`src/rtl/probe_arb_pkg.sv`:
```
// rtl/probe_arb_pkg.sv - shared types, field positions and widths for the probe uplink arbiter
package probe_arb_pkg;

  localparam int WordW  = 32;
  localparam int CountW = 8;
  localparam int GrantW = 4;

  // Header word layout: low byte is the body word count, upper half is the probe id.
  localparam int CountLsb = 0;
  localparam int CountMsb = 7;
  localparam int IdLsb    = 16;
  localparam int IdMsb    = 31;

  typedef enum logic [1:0] {
    IDLE = 2'd0,
    HDR  = 2'd1,
    BODY = 2'd2
  } arb_state_t;

  function automatic logic [CountW-1:0] hdr_count(input logic [WordW-1:0] word);
    return word[CountMsb:CountLsb];
  endfunction

  function automatic logic [IdMsb-IdLsb:0] hdr_probe_id(input logic [WordW-1:0] word);
    return word[IdMsb:IdLsb];
  endfunction

endpackage

```
`src/rtl/probe_uplink_arbiter_rr_arbiter.sv`:
```
// rtl/probe_uplink_arbiter_rr_arbiter.sv - combinational round-robin pick of the first requester at or after ptr
// Ports:
//   req  in   NumProbes  request vector (one bit per channel)
//   ptr  in   4          highest-priority channel index this round
//   gnt  out  NumProbes  one-hot grant (all zero when no request)
//   idx  out  4          index of the granted channel
//   any  out  1          at least one request present
module rr_arbiter
  import probe_arb_pkg::*;
#(
  parameter int NumProbes = 4
) (
  input  logic [NumProbes-1:0] req,
  input  logic [GrantW-1:0]    ptr,
  output logic [NumProbes-1:0] gnt,
  output logic [GrantW-1:0]    idx,
  output logic                 any
);

  localparam logic [GrantW:0] NumSlots = (GrantW+1)'(NumProbes);

  logic [NumProbes-1:0] rot;
  logic [GrantW-1:0]    pos;
  logic [GrantW:0]      slot;

  always_comb begin
    // Rotate so that bit 0 is the channel at ptr; the lowest set bit is the winner.
    rot = NumProbes'({req, req} >> ptr);
    any = |req;
    pos = '0;
    for (int k = NumProbes - 1; k >= 0; k--) begin
      if (rot[k]) pos = GrantW'(k);
    end
    slot = {1'b0, ptr} + {1'b0, pos};
    if (slot >= NumSlots) slot = slot - NumSlots;
    idx = slot[GrantW-1:0];
    gnt = '0;
    for (int i = 0; i < NumProbes; i++) begin
      if (any && (slot == (GrantW+1)'(i))) gnt[i] = 1'b1;
    end
  end

endmodule

```
`src/rtl/probe_uplink_arbiter.sv`:
```
// rtl/probe_uplink_arbiter.sv - round-robin message arbiter sharing one 32-bit probe uplink
// Optional feature macro: PROBE_ARB_TIMEOUT_EN (abort a stalled grant after TimeoutCycles).
// Ports:
//   UCLK       in   1             uplink clock, posedge
//   URST       in   1             asynchronous active-high reset
//   PDATA      in   32*NumProbes  channel words, channel i at [32i+31:32i]
//   PVALID     in   NumProbes     channel word valid
//   PDELAY     in   NumProbes     channel has pending data
//   PACK       out  NumProbes     accept pulse to the granted channel
//   DATAUP     out  32            registered output word
//   DATAVALID  out  1             DATAUP holds a word
//   ACK        in   1             downstream consumed DATAUP
//   DELAY      out  1             OR of PDELAY
//   BUSY       out  1             a message is granted
//   GRANTID    out  4             granted channel index
//   TOERR      out  1             sticky timeout flag
module probe_uplink_arbiter
  import probe_arb_pkg::*;
#(
  parameter int NumProbes     = 4,
  parameter int TimeoutCycles = 255
) (
  input  logic                      UCLK,
  input  logic                      URST,
  input  logic [WordW*NumProbes-1:0] PDATA,
  input  logic [NumProbes-1:0]      PVALID,
  input  logic [NumProbes-1:0]      PDELAY,
  output logic [NumProbes-1:0]      PACK,
  output logic [WordW-1:0]          DATAUP,
  output logic                      DATAVALID,
  input  logic                      ACK,
  output logic                      DELAY,
  output logic                      BUSY,
  output logic [GrantW-1:0]         GRANTID,
  output logic                      TOERR
);

  if (NumProbes < 2 || NumProbes > 16 || TimeoutCycles < 1 || TimeoutCycles > 65535) begin : g_param_check
    $error("probe_uplink_arbiter: parameter out of range");
  end

  arb_state_t           state;
  logic [GrantW-1:0]    ptr;
  logic [CountW-1:0]    rem;
  logic [NumProbes-1:0] grant_oh;

  logic [NumProbes-1:0] arb_gnt;
  logic [GrantW-1:0]    arb_idx;
  logic                 arb_any;

  logic [WordW-1:0]     pdata_g;
  logic                 pvalid_g;
  logic                 ld;
  logic [GrantW-1:0]    next_ptr;

  rr_arbiter #(
    .NumProbes(NumProbes)
  ) u_rr (
    .req(PVALID),
    .ptr(ptr),
    .gnt(arb_gnt),
    .idx(arb_idx),
    .any(arb_any)
  );

  // Select the granted channel's word and valid with the registered one-hot grant.
  always_comb begin
    pdata_g  = '0;
    pvalid_g = 1'b0;
    for (int i = 0; i < NumProbes; i++) begin
      if (grant_oh[i]) begin
        pdata_g  = PDATA[WordW*i +: WordW];
        pvalid_g = PVALID[i];
      end
    end
  end

  // The output stage accepts a new word when empty or being drained this cycle.
  assign ld       = (state != IDLE) && pvalid_g && (!DATAVALID || ACK);
  assign PACK     = {NumProbes{ld}} & grant_oh;
  assign DELAY    = |PDELAY;
  assign next_ptr = (GRANTID == GrantW'(NumProbes - 1)) ? '0 : GRANTID + GrantW'(1);

`ifdef PROBE_ARB_TIMEOUT_EN
  logic [15:0] stall_cnt;
  logic        stall_hit;
  assign stall_hit = (state != IDLE) && !pvalid_g && (stall_cnt == 16'(TimeoutCycles - 1));
`else
  assign TOERR = 1'b0;
`endif

  always_ff @(posedge UCLK or posedge URST) begin
    if (URST) begin
      state     <= IDLE;
      ptr       <= '0;
      rem       <= '0;
      grant_oh  <= '0;
      DATAUP    <= '0;
      DATAVALID <= 1'b0;
      BUSY      <= 1'b0;
      GRANTID   <= '0;
`ifdef PROBE_ARB_TIMEOUT_EN
      stall_cnt <= '0;
      TOERR     <= 1'b0;
`endif
    end else begin
      if (ld) begin
        DATAUP    <= pdata_g;
        DATAVALID <= 1'b1;
      end else if (ACK) begin
        DATAVALID <= 1'b0;
      end

      case (state)
        IDLE: begin
          if (arb_any) begin
            grant_oh <= arb_gnt;
            GRANTID  <= arb_idx;
            BUSY     <= 1'b1;
            state    <= HDR;
          end
        end
        HDR: begin
          if (ld) begin
            rem <= hdr_count(pdata_g);
            if (hdr_count(pdata_g) == '0) begin
              state <= IDLE;
              BUSY  <= 1'b0;
              ptr   <= next_ptr;
            end else begin
              state <= BODY;
            end
          end
        end
        BODY: begin
          if (ld) begin
            rem <= rem - CountW'(1);
            if (rem == CountW'(1)) begin
              state <= IDLE;
              BUSY  <= 1'b0;
              ptr   <= next_ptr;
            end
          end
        end
        default: state <= IDLE;
      endcase

`ifdef PROBE_ARB_TIMEOUT_EN
      if (state == IDLE || ld) begin
        stall_cnt <= '0;
      end else if (!pvalid_g) begin
        stall_cnt <= stall_cnt + 16'd1;
      end
      // Abort drops the partial message as-is; no padding words are generated.
      if (stall_hit) begin
        state     <= IDLE;
        BUSY      <= 1'b0;
        ptr       <= next_ptr;
        TOERR     <= 1'b1;
        stall_cnt <= '0;
      end
`endif
    end
  end

endmodule

```
`config.mk`:
```
export PLATFORM = sky130hd
export DESIGN_NAME = probe_uplink_arbiter
export DESIGN_NICKNAME = d
export VERILOG_FILES = /design/src/rtl/probe_arb_pkg.sv /design/src/rtl/probe_uplink_arbiter_rr_arbiter.sv /design/src/rtl/probe_uplink_arbiter.sv
export SDC_FILE = /design/constraint.sdc
export NUM_CORES = 1
export LEC_CHECK = 0
export ABC_AREA = 1
export BUFFER_PORTS_ARGS = -buffer_cell sky130_fd_sc_hd__buf_2
export CAP_MARGIN = 20
export CORE_ASPECT_RATIO = 0.9
export CORE_MARGIN = 2
export CORE_UTILIZATION = 43
export CTS_CLUSTER_SIZE = 25
export DETAILED_ROUTE_END_ITERATION = 10
export PLACE_DENSITY_LB_ADDON = 0.12
export SLEW_MARGIN = 20
export SYNTH_ARGS = -nofsm -noshare
export SYNTH_HDL_FRONTEND = slang
export SYNTH_SLANG_ARGS = --single-unit
```
`constraint.sdc`:
```
create_clock -name UCLK -period 2.6 [get_ports UCLK]
set_input_delay 0.39 -clock UCLK [delete_from_list [all_inputs] [get_ports UCLK]]
set_output_delay 0.39 -clock UCLK [all_outputs]
set_load 0.03 [all_outputs]
```
==> After elaboration in Yosys (flattened, before gate mapping) <==
Index checks and enable logic that the tools add are counted.
{ "totals": {"regBits": 56, "latch_bits": 0, "mem_bits_rw": 0, "rom_bits": 0, "in_bits": 139, "out_inout_bits": 44, "elab_cells": 89, "mem_count": 0} }
{ "op_classes": {"n_addsub": 4, "multipliers": 0, "div_mod_pow": 0, "magnitude_cmp": 1, "n_eq_ne": 12, "n_shift": 1, "mux": 40, "n_bitwise": 1, "n_reduce_logical": 22} }
{ "op_table": {"columns": ["operator", "count"], "rows": [
  ["32-bit 2-to-1 mux", 4],
  ["4-bit 2-to-1 mux", 5],
  ["2-bit 2-to-1 mux", 9],
  ["8-bit 2-to-1 mux", 2],
  ["8-bit case mux with 2 select lines", 1],
  ["1-bit 2-to-1 mux", 15],
  ["5-bit by 2-bit equality test with 1-bit output, second input constant", 2],
  ["2-bit inequality test, second input constant", 5],
  ["8-bit by 1-bit equality test with 1-bit output, second input constant", 1],
  ["8-bit logical NOT", 1],
  ["4-bit case mux with 2 select lines", 1],
  ["4-bit OR reduction", 2],
  ["8-bit by 4-bit right shift with 4-bit output", 1],
  ["8-bit by 1-bit subtractor with 8-bit output, second input constant", 1],
  ["1-bit logical AND", 6],
  ["2-bit case mux with 3 select lines", 1],
  ["6-bit AND reduction", 1],
  ["2-bit nonzero test", 3],
  ["4-bit by 2-bit adder with 5-bit output", 1],
  ["5-bit by 1-bit equality test with 1-bit output, second input constant", 1],
  ["5-bit by 3-bit greater-or-equal comparator with 1-bit output, second input constant", 1],
  ["5-bit logical NOT", 1],
  ["5-bit 2-to-1 mux", 1],
  ["5-bit AND reduction", 1],
  ["other kinds (14)", 14]
]} }

==> Logic depth before layout (Yosys ltp) <==
{ "logic_depth": {"ltp_word": 11, "depth_mapped": 20, "mapped_depth_nobuf": 20} }

==> By module <==
Synthesis repeated with hierarchy kept, for this count alone.
{ "unflattened": {"hier_cells": 543, "area_unflattened_um2": 3930.0} }
{ "modules_own_cells": {"columns": ["mod", "instances", "cells_per_inst", "area_per_inst_um2", "seq_area_each_um2"], "rows": [
  ["probe_uplink_arbiter", 1, 460, 3520.9, 1401.3],
  ["rr_arbiter", 1, 83, 409.1, 0.0]
]} }

==> Worst setup path after synthesis <==
OpenSTA, ideal clock, no wires.
{ "synth_path": {"path_kind": "register -> register", "startpoint": "reg ptr[0]", "endpoint": "reg grant_oh[2]", "setup_ns": 0.083, "arrival_time_ns": 2.696, "t_required_ns": 2.517, "setup_slack_ns": -0.178, "path_stages_with_launch": 18, "n_path_buf": 1, "synth_period_minus_slack_ns": 2.778, "cell_sequence": "dfrtp_1 -> buf_2 -> o21ai_0 -> nand3_1 -> o21ai_0 -> inv_1 -> o21ai_0 -> nand2_1 -> nor2_1 -> ha_1 -> nand2_1 -> inv_1 -> o21ai_0 -> xor2_1 -> ha_1 -> o21ai_0 -> nand4_1 -> o21ai_0"} }
{ "synth_via": {"elab_chain_len": 11, "word_cells_on_any_way": 12, "cone_classes": "add/sub (2); order compare (1); eq/ne (1); shift (1); mux (6); reduce/logical (1)"} }
{ "synth_rtl": {"columns": ["item", "line_no", "rtl"], "rows": [
  ["start: declaration", "probe_uplink_arbiter.sv:43", "logic [GrantW-1:0] ptr;"],
  ["start signal: assignment", "probe_uplink_arbiter.sv:129", "ptr <= next_ptr;"],
  ["start signal: assignment", "probe_uplink_arbiter.sv:141", "ptr <= next_ptr;"],
  ["8-bit by 4-bit right shift with 4-bit output", "probe_uplink_arbiter_rr_arbiter.sv:28", "rot = NumProbes'({req, req} >> ptr);"],
  ["2-bit 2-to-1 mux (4 in series)", "probe_uplink_arbiter_rr_arbiter.sv:32", "if (rot[k]) pos = GrantW'(k);"],
  ["4-bit by 2-bit adder with 5-bit output *", "probe_uplink_arbiter_rr_arbiter.sv:34", "slot = {1'b0, ptr} + {1'b0, pos};"],
  ["5-bit by 3-bit subtractor with 5-bit output / 5-bit by 3-bit greater-or-equal comparator with 1-bit output (equally long branches)", "probe_uplink_arbiter_rr_arbiter.sv:35", "if (slot >= NumSlots) slot = slot - NumSlots;"],
  ["5-bit 2-to-1 mux *", "probe_uplink_arbiter_rr_arbiter.sv:35", null],
  ["5-bit by 2-bit equality test with 1-bit output *", "probe_uplink_arbiter_rr_arbiter.sv:39", "if (any && (slot == (GrantW+1)'(i))) gnt[i] = 1'b1;"],
  ["1-bit logical AND *", "probe_uplink_arbiter_rr_arbiter.sv:39", null],
  ["1-bit 2-to-1 mux *", "probe_uplink_arbiter_rr_arbiter.sv:39", null],
  ["end signal: assignment", "probe_uplink_arbiter.sv:117", "grant_oh <= arb_gnt;"],
  ["end: declaration", "probe_uplink_arbiter.sv:45", "logic [NumProbes-1:0] grant_oh;"]
]} }
Mark *: on every way between the ends. The rest lies on a longest branch, timed or not.
A chain may end at the register's enable or synchronous reset.

==> Worst setup path in the final report <==
Ends and elaborated chain as after synthesis.

==> flow_metrics.env <==
export IMPL_outcome="complete, but fails checks"
export IMPL_violations="setup timing"
export IMPL_ff2ff_setup_slack_ps=-390
export IMPL_synth_common_cells="nand2_1 (125), o21ai_0 (72), dfrtp_1 (56)"
export IMPL_fin_nets=863
export IMPL_ys_flop_type="dfrtp_1"
export IMPL_antenna_found_initial=0
export IMPL_setup_viol=6
export IMPL_crit_path_start="ptr[0]"
export IMPL_io_buffers=181
export IMPL_areaGrowthSynthToFinish_pct=36.8
export IMPL_yosys_warnings=0
export IMPL_wl_per_cell_microns=14.7
export IMPL_crit_fanout=4
export IMPL_setup_tns_ps=-2170
export IMPL_seq_area_frac_synth=0.366
export IMPL_slew_violations=0
export IMPL_r2r_cells=19
export IMPL_cts_buffer_depth=2
export IMPL_synth_top_area_frac=0.366
export IMPL_track_usage=0.240
export IMPL_yosysTopAreaCell="dfrtp_1"
export IMPL_fin_hold_ws_ps=362
export IMPL_finalCritPeriodShare=1.15
export IMPL_leakagePower_nw=2.66
export IMPL_syn_inst=523
export IMPL_syn_area_sq_um=3830
export IMPL_arrival_ps=3180
export IMPL_antenna_left=0
export IMPL_synth_edf_count=0
export IMPL_cpPeakStageDelay_ps=460
export IMPL_ys_ff_latch=56
export IMPL_start_util=0.445
export IMPL_clock_fmax_ghz=0.334
export IMPL_slowest_stage="dfrtp_2"
export IMPL_ir_worst_vdd_mv=0.599
export IMPL_dieWidth_microns=104
export IMPL_grt_max_degree=41
export IMPL_ys_types=32
export IMPL_crit_path_end="grant_oh[2]"
export IMPL_cp_common_cell="o21ai_1"
export IMPL_synth_async_sr_flop_share=1.00
export IMPL_rsz0062_at_grt="yes"
export IMPL_yosysMostFrequentCell="nand2_1"
export IMPL_cts_sinks=56
export IMPL_period_minus_slack_ps=2990
export IMPL_power_density_nw_per_um2=1260
export IMPL_fin_skew_ps=15.9
export IMPL_die_h_microns=93.6
export IMPL_critPathKind="flop to flop"
export IMPL_end_kind="flop"
export IMPL_cts_tree="built"
export IMPL_gr_total_overflow=0
export IMPL_htree_levels=2
export IMPL_finalHoldViolCount=0
export IMPL_cts_buffers=5
export IMPL_clkLatencyLatePin_ps=310
export IMPL_r2r_start="ptr[0]"
export IMPL_rows=32
export IMPL_yosys_top_cells_area="dfrtp_1 (37%), nand2_1 (12%), o21ai_0 (9.4%)"
export IMPL_drv_cap=0
export IMPL_cp_required_ps=2790
export IMPL_avgSynthCellArea_sq_um=7.33
export IMPL_cts_root_buf="clkbuf_8"
export IMPL_drive_gt1_frac=0.376
export IMPL_num_io_pins=183
export IMPL_fin_ws_ps=-392
export IMPL_worst_setup_path_start_kind="flop"
export IMPL_cp_depth=19
export IMPL_grt_pass1_vias=3975
export IMPL_grt_pass1_wl_microns=18900
export IMPL_firstDrtPassIters=5
export IMPL_cts_clk_slew_worst_paths_ps=90
export IMPL_r2r_end="grant_oh[2]"
export IMPL_place_hpwl_microns=9340
export IMPL_hp_class="input port to flop"
export IMPL_num_vias=4273
export IMPL_syn_num_nets=674
export IMPL_place_congestion=0.816
export IMPL_drt_wl_total_microns=12200
export IMPL_drc_errors=0
export IMPL_die_area_sq_um=9690
export IMPL_path_buf_inv=3
export IMPL_vias_per_cell=5.14
export IMPL_path_cells="buf_12 -> o21ai_4 -> nand3_1 -> o21ai_1 -> inv_1 -> o21ai_1 -> nand2_1 -> nor2_2 -> ha_1 -> nand2_1 -> inv_2 -> o21ai_4 -> xor2_2 -> ha_2 -> nand3_2 -> nand4_1 -> o21ai_2 -> nand4_1 -> o21ai_1"
export IMPL_antenna_cells=0
export IMPL_coreArea_sq_um=8610
export IMPL_path_delay_family="simple AND/OR/NAND/NOR gates"
export IMPL_dr_first_iter_drc_count=216
==> metal layers <==
| layer | GRT usage | wire length, microns | vias up |
|---|---|---|---|
| li1 | - | - | 2146 |
| met1 | 0.323 | 5500 | 1993 |
| met2 | 0.406 | 5940 | 121 |
| met3 | 0.0404 | 608 | 13 |
| met4 | 0.0597 | 158 | 0 |
| met5 | 0 | 0 | - |
==> through the flow <==
stage          std cells   util  area [sq um]  setup slack, ps  total power [mW]
2_1_floorplan        523      -          3860             1.31              4.54
3_3_place_gp         815  0.571          4920             -117              5.53
4_1_cts              828  0.596          5130             -217              6.44
6_report             831  0.609          5250             -392              6.60
3_5_place_dp         815  0.571          4920             -369              5.65
5_1_grt              831  0.609          5250             -631              7.20
==> cells by family (layout without fill, tap and decap cells) <==
group | count (synthesis) | after routing | synth area share
AND/OR/NAND/NOR | 207 | 207 | 0.228
flip-flops | 56 | 56 | 0.366
buffers and inverters | 75 | 264 | 0.0884
AO/OA/AOI/OAI | 167 | 167 | 0.264
XOR/XNOR | 5 | 5 | 0.0114
adder cells (fa/ha/maj) | 12 | 12 | 0.0411
other | 1 | 1 | 0.000978
==> worst min-delay path by stage <==
stage                from         end  slack, ps  cells past startpoint
6_report       PDATA[120]  DATAUP[24]        360                      3
5_1_grt        PDATA[119]  DATAUP[23]        370                      3
4_1_cts               ACK   DATAVALID        360                      4
3_5_place_dp         URST   DATAUP[6]        330                      2
3_3_place_gp         URST   DATAUP[6]        330                      2
2_1_floorplan      rem[7]      rem[7]        460                      2
==> where the power goes <==
group | internal [mW] | switching [mW] | total, mW
Combinational | 1.59 | 2.84 | 4.43
Sequential | 1.22 | 0.288 | 1.50
Clock | 0.379 | 0.284 | 0.663
==> area by class of cell <==
| class | instances | area [sq um] |
|---|---|---|
| clock inverter | 2 | 60.1 |
| multi-input combinational | 392 | 2230 |
| timing repair buffer | 214 | 1180 |
| tap | 119 | 149 |
| sequential | 56 | 1400 |
| fill | 815 | 3360 |
| inverter | 43 | 161 |
| clock buffer | 5 | 68.8 |
==> worst register-to-register path, delay by kind of cell (launching register included) <==
family	cells	cell delay [ps]
AOI/OAI and AO/OA	6	720
xor gates and xnor gates	1	210
adders and majority gates	2	470
buffers and inverters	3	270
DFF	1	460
and+or+nand+nor	7	750
==> timing repair <==
item / CTS / global route
hold endpoints to repair: 10 / 0
setup endpoints to repair: 6 / 6
pin swaps: 5 / 14
buffers inserted: 5 / 3
hold buffers: 1 / 0
resized for setup: 15 / 19
==> layout by cell type, fill, tap and decap left out, types with 2 or more instances in the layout <==
cell type,n
a21boi_1,3
a21boi_2,4
a21oi_1,13
a21oi_2,4
a22oi_1,24
buf_2,181
buf_4,29
buf_6,2
bufinv_16,2
clkbuf_8,5
dfrtp_1,54
dfrtp_2,2
ha_1,8
ha_2,2
inv_1,35
inv_2,8
nand2_1,123
nand2_2,5
nand3_1,18
nand3_2,6
nand4_1,6
nor2_1,38
nor2_2,2
nor2_4,2
nor3_1,3
o211ai_1,28
o21ai_0,58
o21ai_1,27
o21ai_2,2
o21ai_4,4
xor2_1,3
==> state kept, by name (all words and copies together), names as in the netlist <==
register / flops
grant_oh: 4
ptr: 4
DATAVALID: 1
BUSY: 1
GRANTID: 4
rem: 8
state: 2
DATAUP: 32
No activity file was read; power rests on OpenSTA's default activity.
